File: config.mk
export PLATFORM = sky130hd
export DESIGN_NAME = div_arbiter
export DESIGN_NICKNAME = d
export VERILOG_FILES = /design/src/rtl/div_arb_pkg.sv /design/src/rtl/rr_arbiter.sv /design/src/rtl/div_arbiter.sv
export SDC_FILE = /design/constraint.sdc
export NUM_CORES = 1
export LEC_CHECK = 0
export BUFFER_PORTS_ARGS = -buffer_cell sky130_fd_sc_hd__buf_2
export CAP_MARGIN = 5
export CORE_UTILIZATION = 45
export CTS_CLUSTER_DIAMETER = 100
export DETAILED_ROUTE_END_ITERATION = 12
export PLACE_DENSITY = 0.8
export SLEW_MARGIN = 10
export SYNTH_ARGS = -nofsm -noshare
export SYNTH_HDL_FRONTEND = slang
export SYNTH_SLANG_ARGS = --single-unit
File: constraint.sdc
create_clock -name clk -period 4.3 [get_ports clk]
set_clock_uncertainty 0.2 [all_clocks]
set_input_delay 0.215 -clock clk [delete_from_list [all_inputs] [get_ports clk]]
set_output_delay 0.215 -clock clk [all_outputs]
set_load 0.03 [all_outputs]
File: src/rtl/div_arb_pkg.sv
// Shared types for div_arbiter: FSM state encoding and response status codes.
package div_arb_pkg;

  typedef enum logic [2:0] {
    IDLE,
    ISSUE,
    WAIT_BUSY,
    RUN,
    RESP
  } state_t;

  localparam logic [1:0] ST_OK      = 2'b00;
  localparam logic [1:0] ST_DVZ     = 2'b01;
  localparam logic [1:0] ST_OVF     = 2'b10;
  localparam logic [1:0] ST_TIMEOUT = 2'b11;

endpackage

File: src/rtl/rr_arbiter.sv
// Combinational round-robin pick: first requester after `last`, wrapping around.
module rr_arbiter #(
  parameter  int unsigned N_REQ = 4,
  localparam int unsigned IDW   = $clog2(N_REQ)
) (
  input  logic [N_REQ-1:0] req,
  input  logic [IDW-1:0]   last,
  output logic [N_REQ-1:0] grant,
  output logic [IDW-1:0]   grant_idx
);

  logic [IDW-1:0] idx;

  // Walk from farthest to nearest so the closest requester after `last` wins.
  always_comb begin
    grant     = '0;
    grant_idx = '0;
    idx       = '0;
    for (int off = int'(N_REQ); off >= 1; off--) begin
      idx = IDW'((int'(last) + off) % int'(N_REQ));
      if (req[idx]) begin
        grant      = '0;
        grant[idx] = 1'b1;
        grant_idx  = idx;
      end
    end
  end

endmodule

File: src/rtl/div_arbiter.sv
// Round-robin scheduler sharing one fixed-point divider among N_REQ requesters.
// Optional watchdog on the divider handshake: define DIV_ARB_TIMEOUT_EN.
module div_arbiter
  import div_arb_pkg::*;
#(
  parameter  int unsigned N_REQ   = 4,
  parameter  int unsigned WIDTH   = 16,
  parameter  int unsigned TIMEOUT = 64,
  localparam int unsigned IDW     = $clog2(N_REQ)
) (
  input  logic                   clk,
  input  logic                   rst,
  input  logic [N_REQ-1:0]       req_valid,
  output logic [N_REQ-1:0]       req_ready,
  input  logic [N_REQ*WIDTH-1:0] req_a,
  input  logic [N_REQ*WIDTH-1:0] req_b,
  output logic                   rsp_valid,
  input  logic                   rsp_ready,
  output logic [IDW-1:0]         rsp_id,
  output logic [WIDTH-1:0]       rsp_q,
  output logic [1:0]             rsp_status,
  output logic                   div_start,
  output logic [WIDTH-1:0]       div_a,
  output logic [WIDTH-1:0]       div_b,
  input  logic                   div_busy,
  input  logic                   div_valid,
  input  logic [WIDTH-1:0]       div_q
);

  if (N_REQ < 2 || TIMEOUT == 0) begin : g_bad_params
    $error("div_arbiter: N_REQ must be >= 2 and TIMEOUT nonzero");
  end

  state_t           state;
  logic [IDW-1:0]   last;
  logic [N_REQ-1:0] grant;
  logic [IDW-1:0]   grant_idx;
  logic [WIDTH-1:0] sel_a;
  logic [WIDTH-1:0] sel_b;

  rr_arbiter #(.N_REQ(N_REQ)) u_rr (
    .req       (req_valid),
    .last      (last),
    .grant     (grant),
    .grant_idx (grant_idx)
  );

  assign sel_a     = req_a[WIDTH*32'(grant_idx) +: WIDTH];
  assign sel_b     = req_b[WIDTH*32'(grant_idx) +: WIDTH];
  // Accept pulse is combinational so a request is granted in the cycle it is first seen.
  assign req_ready = (state == IDLE) ? grant : '0;

`ifdef DIV_ARB_TIMEOUT_EN
  localparam int unsigned WD_W = $clog2(TIMEOUT + 1);
  logic [WD_W-1:0] wdog;
  logic            expired;
  // Only fires when the divider has not already completed the step we are waiting on.
  assign expired = (wdog == WD_W'(TIMEOUT - 1)) &&
                   ((state == WAIT_BUSY && !div_busy) || (state == RUN && div_busy));
`endif

  always_ff @(posedge clk or negedge rst) begin
    if (!rst) begin
      state      <= IDLE;
      last       <= IDW'(N_REQ - 1);
      div_a      <= '0;
      div_b      <= '0;
      div_start  <= 1'b0;
      rsp_valid  <= 1'b0;
      rsp_id     <= '0;
      rsp_q      <= '0;
      rsp_status <= ST_OK;
`ifdef DIV_ARB_TIMEOUT_EN
      wdog       <= '0;
`endif
    end else begin
      div_start <= 1'b0;
      case (state)
        IDLE: begin
          if (|req_valid) begin
            div_a     <= sel_a;
            div_b     <= sel_b;
            rsp_id    <= grant_idx;
            div_start <= (sel_b != '0);
            state     <= ISSUE;
          end
        end
        ISSUE: begin
          if (div_b == '0) begin
            rsp_q      <= '0;
            rsp_status <= ST_DVZ;
            rsp_valid  <= 1'b1;
            state      <= RESP;
          end else begin
            state <= WAIT_BUSY;
          end
        end
        WAIT_BUSY: begin
          if (div_busy) state <= RUN;
        end
        RUN: begin
          if (!div_busy) begin
            rsp_valid  <= 1'b1;
            rsp_q      <= div_valid ? div_q : '0;
            rsp_status <= div_valid ? ST_OK : ST_OVF;
            state      <= RESP;
          end
        end
        RESP: begin
          if (rsp_ready) begin
            rsp_valid <= 1'b0;
            last      <= rsp_id;
            state     <= IDLE;
          end
        end
        default: state <= IDLE;
      endcase
`ifdef DIV_ARB_TIMEOUT_EN
      if (state == ISSUE) wdog <= '0;
      else if (state == WAIT_BUSY || state == RUN) wdog <= wdog + WD_W'(1);
      if (expired) begin
        rsp_q      <= '0;
        rsp_status <= ST_TIMEOUT;
        rsp_valid  <= 1'b1;
        state      <= RESP;
      end
`endif
    end
  end

endmodule
==> results of run 1 <==
power groups by stage:
| stage | Combinational, W | Sequential, W | Clock [W] |
|---|---|---|---|
| finish | 0.00249 | 0.00102 | 0.000520 |
| global route | 0.00268 | 0.00105 | 0.000559 |
| CTS | 0.00248 | 0.00102 | 0.000535 |
| detailed placement | 0.00244 | 0.00102 | 0 |
| global placement | 0.00236 | 0.00102 | 0 |
| floorplan | 0.00157 | 0.00139 | 0 |
cell type report:
| type | count | area (sq um) |
|---|---|---|
| clock inverters | 7 | 76.3 |
| fillers | 698 | 2890 |
| well taps | 105 | 131 |
| inverters | 6 | 22.5 |
| clock buffers | 9 | 124 |
| repair buffers | 247 | 1420 |
| flip-flops and latches | 59 | 1480 |
| multi-input cells | 300 | 2120 |
routing by layer:
layer / global-route usage / share of wire / vias to the layer above
met5: 0 / 0 / -
met4: 0.112 / 0.029 / 0
met3: 0.0548 / 0.069 / 32
met2: 0.492 / 0.52 / 216
met1: 0.332 / 0.38 / 1915
li1: - / - / 1933
path summary, 6_finish.rpt:
check,depth (start not counted),end,start
max,10,div_a[15],last[0]
min,3,div_a[3],req_a[35]
max reg2reg,10,div_a[15],last[0]
min reg2reg,2,rsp_q[1],rsp_q[1]
max in group asynchronous,3,div_a[12],rst
min in group asynchronous,3,rsp_q[13],rst
per-stage QoR:
step	hold slack [ns]	cell area (sq um)	setup WS (ns)
5_1_grt	0.0100	5370	0.0425
6_report	0.00969	5370	0.216
2_1_floorplan	-0.281	3840	1.24
4_1_cts	0.000897	5370	0.235
3_3_place_gp	0.223	4850	0.777
3_5_place_dp	0.224	4850	0.631
cells in the mapped netlist, drive strengths merged, types with 2 or more instances:
master       number  share of area
o221ai           33          0.075
nand4             4         0.0065
buf              12          0.036
and3              2         0.0033
inv               6         0.0059
ha                8          0.026
a21oi            10          0.013
dlygate4sd1       2         0.0046
nand2            75          0.073
nor4             20          0.033
nand3             5         0.0078
dfstp             2          0.014
o31ai             2         0.0039
clkbuf           15          0.018
mux2i            67           0.17
mux4              3          0.021
o22ai             2         0.0033
dfrtp            57           0.37
a221o             4          0.010
o21ai            28          0.036
nand2b           12          0.020
nor2             11          0.011
worst register-to-register path, stage by stage (launching register included):
cell           delay (ns)
dfstp_2              0.72
inv_1                0.20
ha_1                 0.48
or4b_1               0.57
o31ai_1              0.08
a31oi_1              0.10
o2111ai_4            0.23
buf_12               0.39
mux2i_1              0.28
dlygate4sd3_1        0.57
o221ai_1             0.13
flip-flops by register name, summed over array words and instances, names as in the netlist:
register    count
state           3
rsp_status      2
last            2
div_start       1
div_a          16
rsp_id          2
rsp_q          16
div_b          16
rsp_valid       1
what timing repair did:
item,in CTS,in global routing
setup endpoints to repair,0,0
hold endpoints to repair,83,0
hold buffers,32,0
logic make-up (layout without fill, tap and decap cells):
group	after synthesis	count (layout)	share of synthesized area
compound gates	85	85	0.159
fa+ha+maj	8	8	0.0261
buf+inv	35	269	0.0648
flops	59	59	0.385
mux	71	71	0.198
simple gates	136	136	0.167
==> results.toml, run 1 <==
[global_route]
grt-ovfl-total = 0
grt_first_pass_wirelength_um = 18900
grt.total_usage = 0.279
antenna_found_initial = 0
grt_pass1_vias = 4027
grt_max_degree = 68

[yosys]
ys.flop_type = "dfrtp_1"
synth-edff-count = 0
syn_area_sq_um = 3840
avgSynthCellArea_sq_um = 9.75
syn_nets = 555
yosysUniqueCellTypes = 45
yosysSeqAreaShare = 0.385
syn_inst = 394
ys_warn_count = 0
ys_ff_latch = 59
async_flop_share = 1.00

[hold_path]
hp-class = "in -> reg"

[cells_and_area]
final_common_cell = "buf_2"
final_cell_mix = "buf_2 (210), nand2_1 (75), mux2i_1 (67)"
area_growth_pct = 39.8
utilization = 0.650
n_antenna_cell = 0
layout-drive-gt1-share = 0.381
fin_nets = 784
layout.cells.non_filler = 733

[setup_path]
crit_path_top_delay_cell = "dfstp_2"
cp.buffers_inverters = 3
critPathCaptureType = "flop"
path_class = "reg -> reg"
startpoint_type = "flop"
regToRegSetupSlack_ns = 0.22
path_cells = "inv_1 -> ha_1 -> or4b_1 -> o31ai_1 -> a31oi_1 -> o2111ai_4 -> buf_12 -> mux2i_1 -> dlygate4sd3_1 -> o221ai_1"
critPathMaxFanout = 67
required_ns = 4.30
cp.arrival_ns = 4.08
cp_slowest_stage_delay_ns = 0.72
cp_top_family = "buffers and inverters"

[timing]
fin_crit_sh = 0.950
clock.fmax_mhz = 245
tightest_slew_ns = 1.14
period_minus_slack_ns = 4.08
setup_viol = 0
relSlewSlack = 0.239
hold_violations = 0
rsz0062_at_grt = "false"
setup_tns_ns = 0
drv_slew = 0

[clocking]
cts.root.buffer_cell = "clkbuf_8"
worstSkewPairLatency_ns = 0.34
htreeDepth = 3
clk_path_buf_depth = 2
post_cts_buffers = 0
clock-sinks = 59
clk_pin_slew_ns = 0.08
cts_buffers = 9
post_cts_resized = 0
cts_tree = "done"

[floorplan]
start_util = 0.465
die_w_um = 94.4
die_y_um = 94.4
num_io_pins = 211
coreArea_sq_um = 8260
die_area_sq_um = 8910
rows = 33

[placed_design]
gp_congestion = 0.948
dpl.hpwl_um = 8850
io_buffers = 210
dp.cells = 685

[power_and_ir_drop]
pwr-share-clk = 0.129
p_int_w = 0.00204
power_density_nw_per_um2 = 750
ir_drop_mv = 0.368
finalPower_w = 0.00403
p_sw_frac = 0.494
leakagePower_nw = 2.82
switchingPower_w = 0.00199
comb_power_share = 0.618
seq_power_share = 0.253

[drt]
avgViaCountPerCell = 5.59
drcViolationCount = 0
totalWireLength_um = 12300
dr_total_vias = 4096
ant_nets = 0
wl_per_cell_um = 16.8
drt_iter0_drc = 159
firstDrtPassIters = 5

[status]
outcome = "complete, no violations"

[job]
drv_cap = 0
No activity file was read; power rests on OpenSTA's default activity.
==> inputs of run 2 (changes only) <==
--- a/config.mk
+++ b/config.mk
@@ -11,6 +11,7 @@
 export CTS_CLUSTER_DIAMETER = 100
 export DETAILED_ROUTE_END_ITERATION = 12
 export PLACE_DENSITY = 0.8
+export REMOVE_ABC_BUFFERS = 1
 export SLEW_MARGIN = 10
 export SYNTH_ARGS = -nofsm -noshare
 export SYNTH_HDL_FRONTEND = slang
==> run 2 against run 1 <==
- clock-buffer cell count increased by 1
- sequential power about the same
- combinational power increased by 4%
- largest cell class unchanged
- utilization increased by 0.71 points
==> results.toml, run 2 (synthesis gave the netlist of run 1 again) <==
[clocking]
cts_tree = "done"
cts.root.buffer_cell = "clkbuf_8"
post_cts_resized = 0
clk_pin_slew_ns = 0.08
htreeDepth = 3
worstSkewPairLatency_ns = 0.33
clk_path_buf_depth = 2
clock-sinks = 59
cts_buffers = 9

[power_and_ir_drop]
power_density_nw_per_um2 = 757
ir_drop_mv = 0.368
leakagePower_nw = 2.85
finalPower_w = 0.00411

[drt]
drcViolationCount = 0
firstDrtPassIters = 5
drt_iter0_drc = 154
totalWireLength_um = 12400
dr_total_vias = 4140
wl_per_cell_um = 16.7
avgViaCountPerCell = 5.60
ant_nets = 0

[global_route]
grt.total_usage = 0.278
antenna_found_initial = 0
grt_first_pass_wirelength_um = 19200
grt_max_degree = 60
grt_pass1_vias = 4193
grt-ovfl-total = 0

[setup_path]
cp_top_family = "buffers and inverters"
regToRegSetupSlack_ns = 0.25
reg2reg_from = "last[0]"
required_ns = 4.30
crit_path_top_delay_cell = "dfstp_2"
reg2regPathDepth = 10
critPathLaunch = "last[0]"
critPathMaxFanout = 34
cp.buffers_inverters = 3
cp_slowest_stage_delay_ns = 0.71
critPathCaptureType = "flop"
startpoint_type = "flop"
cp.arrival_ns = 4.05
worstReg2RegEnd = "div_a[12]"
path_class = "reg -> reg"
path_cells = "inv_1 -> ha_1 -> or4b_1 -> o31ai_1 -> a31oi_1 -> o2111ai_4 -> buf_12 -> mux2i_1 -> dlygate4sd3_1 -> o221ai_1"

[timing]
drv_slew = 0
setup_viol = 0
hold_violations = 0
holdWs_ns = 0.00659
period_minus_slack_ns = 4.05
relSlewSlack = 0.254
fin_crit_sh = 0.943
clock.fmax_mhz = 247
tightest_slew_ns = 1.12
rsz0062_at_grt = "false"

[placed_design]
gp_congestion = 0.851
io_buffers = 210
dpl.hpwl_um = 8700
dp.cells = 687
place_area_sq_um = 4880

[cells_and_area]
utilization = 0.658
area_growth_pct = 41.4
layout.cells.non_filler = 739
layout-drive-gt1-share = 0.386
fillCellCount = 697
fin_nets = 790
final_cell_mix = "buf_2 (210), nand2_1 (75), mux2i_1 (67)"
n_antenna_cell = 0
top_regs = "div_a x16, div_b x16, rsp_q x16"
postLayoutCellArea_sq_um = 5430
final_common_cell = "buf_2"

[floorplan]
die_w_um = 94.4
die_y_um = 94.4
rows = 33
die_area_sq_um = 8910
num_io_pins = 211
start_util = 0.465
coreArea_sq_um = 8260

[hold_path]
hp-class = "in -> reg"
whs_path_depth = 3
hp-start = "req_a[23]"
hold_end = "div_a[7]"

[status]
outcome = "complete, no violations"

[job]
drv_cap = 0
[run 2: cell count changes in the layout (fill, tap and decap cells not counted), sizes merged]
cell / previous run / this run
inv: 8 / 7
clkbuf: 9 / 10
buf: 215 / 221
[run 2: worst max-delay path by stage]
stage                      endpoint  slack [ns]  cells past startpoint
after floorplan            div_a[0]       -0.07                      8
after global placement     div_a[2]        0.80                      9
after detailed placement  div_a[11]        0.61                      9
after CTS                  div_a[0]        0.16                     10
after global routing      div_a[15]        0.02                     10
final                     div_a[12]        0.25                     10
[run 2: power by group]
group	total [W]	internal (W)	switching, W
Combinational	0.00258	0.00103	0.00154
Sequential	0.00102	0.000811	0.000206
Clock	0.000517	0.000283	0.000233
Total	0.00411	0.00213	0.00198
[run 2: layer usage]
layer / vias to the layer above / part of all wire / track usage
met4: 0 / 0.033 / 0.135
met2: 197 / 0.52 / 0.499
met3: 35 / 0.064 / 0.0572
met1: 1959 / 0.38 / 0.313
li1: 1949 / - / -
met5: - / 0 / 0
[run 2: final cells by class]
| type | count | area (sq um) | share of cell area |
|---|---|---|---|
| inverters | 6 | 22.5 | 0.00415 |
| well taps | 105 | 131 | 0.0242 |
| clock buffers | 10 | 138 | 0.0253 |
| clock inverters | 6 | 63.8 | 0.0118 |
| repair buffers | 253 | 1480 | 0.272 |
| flip-flops and latches | 59 | 1480 | 0.272 |
| multi-input cells | 300 | 2120 | 0.390 |
[run 2: per-stage QoR]
stage	setup WS, ns	setup TNS (ns)
2_1_floorplan	-0.0713	-2.31
3_3_place_gp	0.797	0
3_5_place_dp	0.613	0
4_1_cts	0.160	0
5_1_grt	0.0218	0
6_report	0.247	0
[run 2: timing repair]
item | 4_1_cts | 5_1_grt
buffers inserted | 0 | 4
hold buffers | 32 | 0
endpoints found under the setup margin | 0 | 5
hold endpoints to repair | 80 | 0
[run 2: worst min-delay path, stage by stage]
cell      delay [ns]
buf_2           0.07
mux2i_1         0.05
o221ai_1        0.15
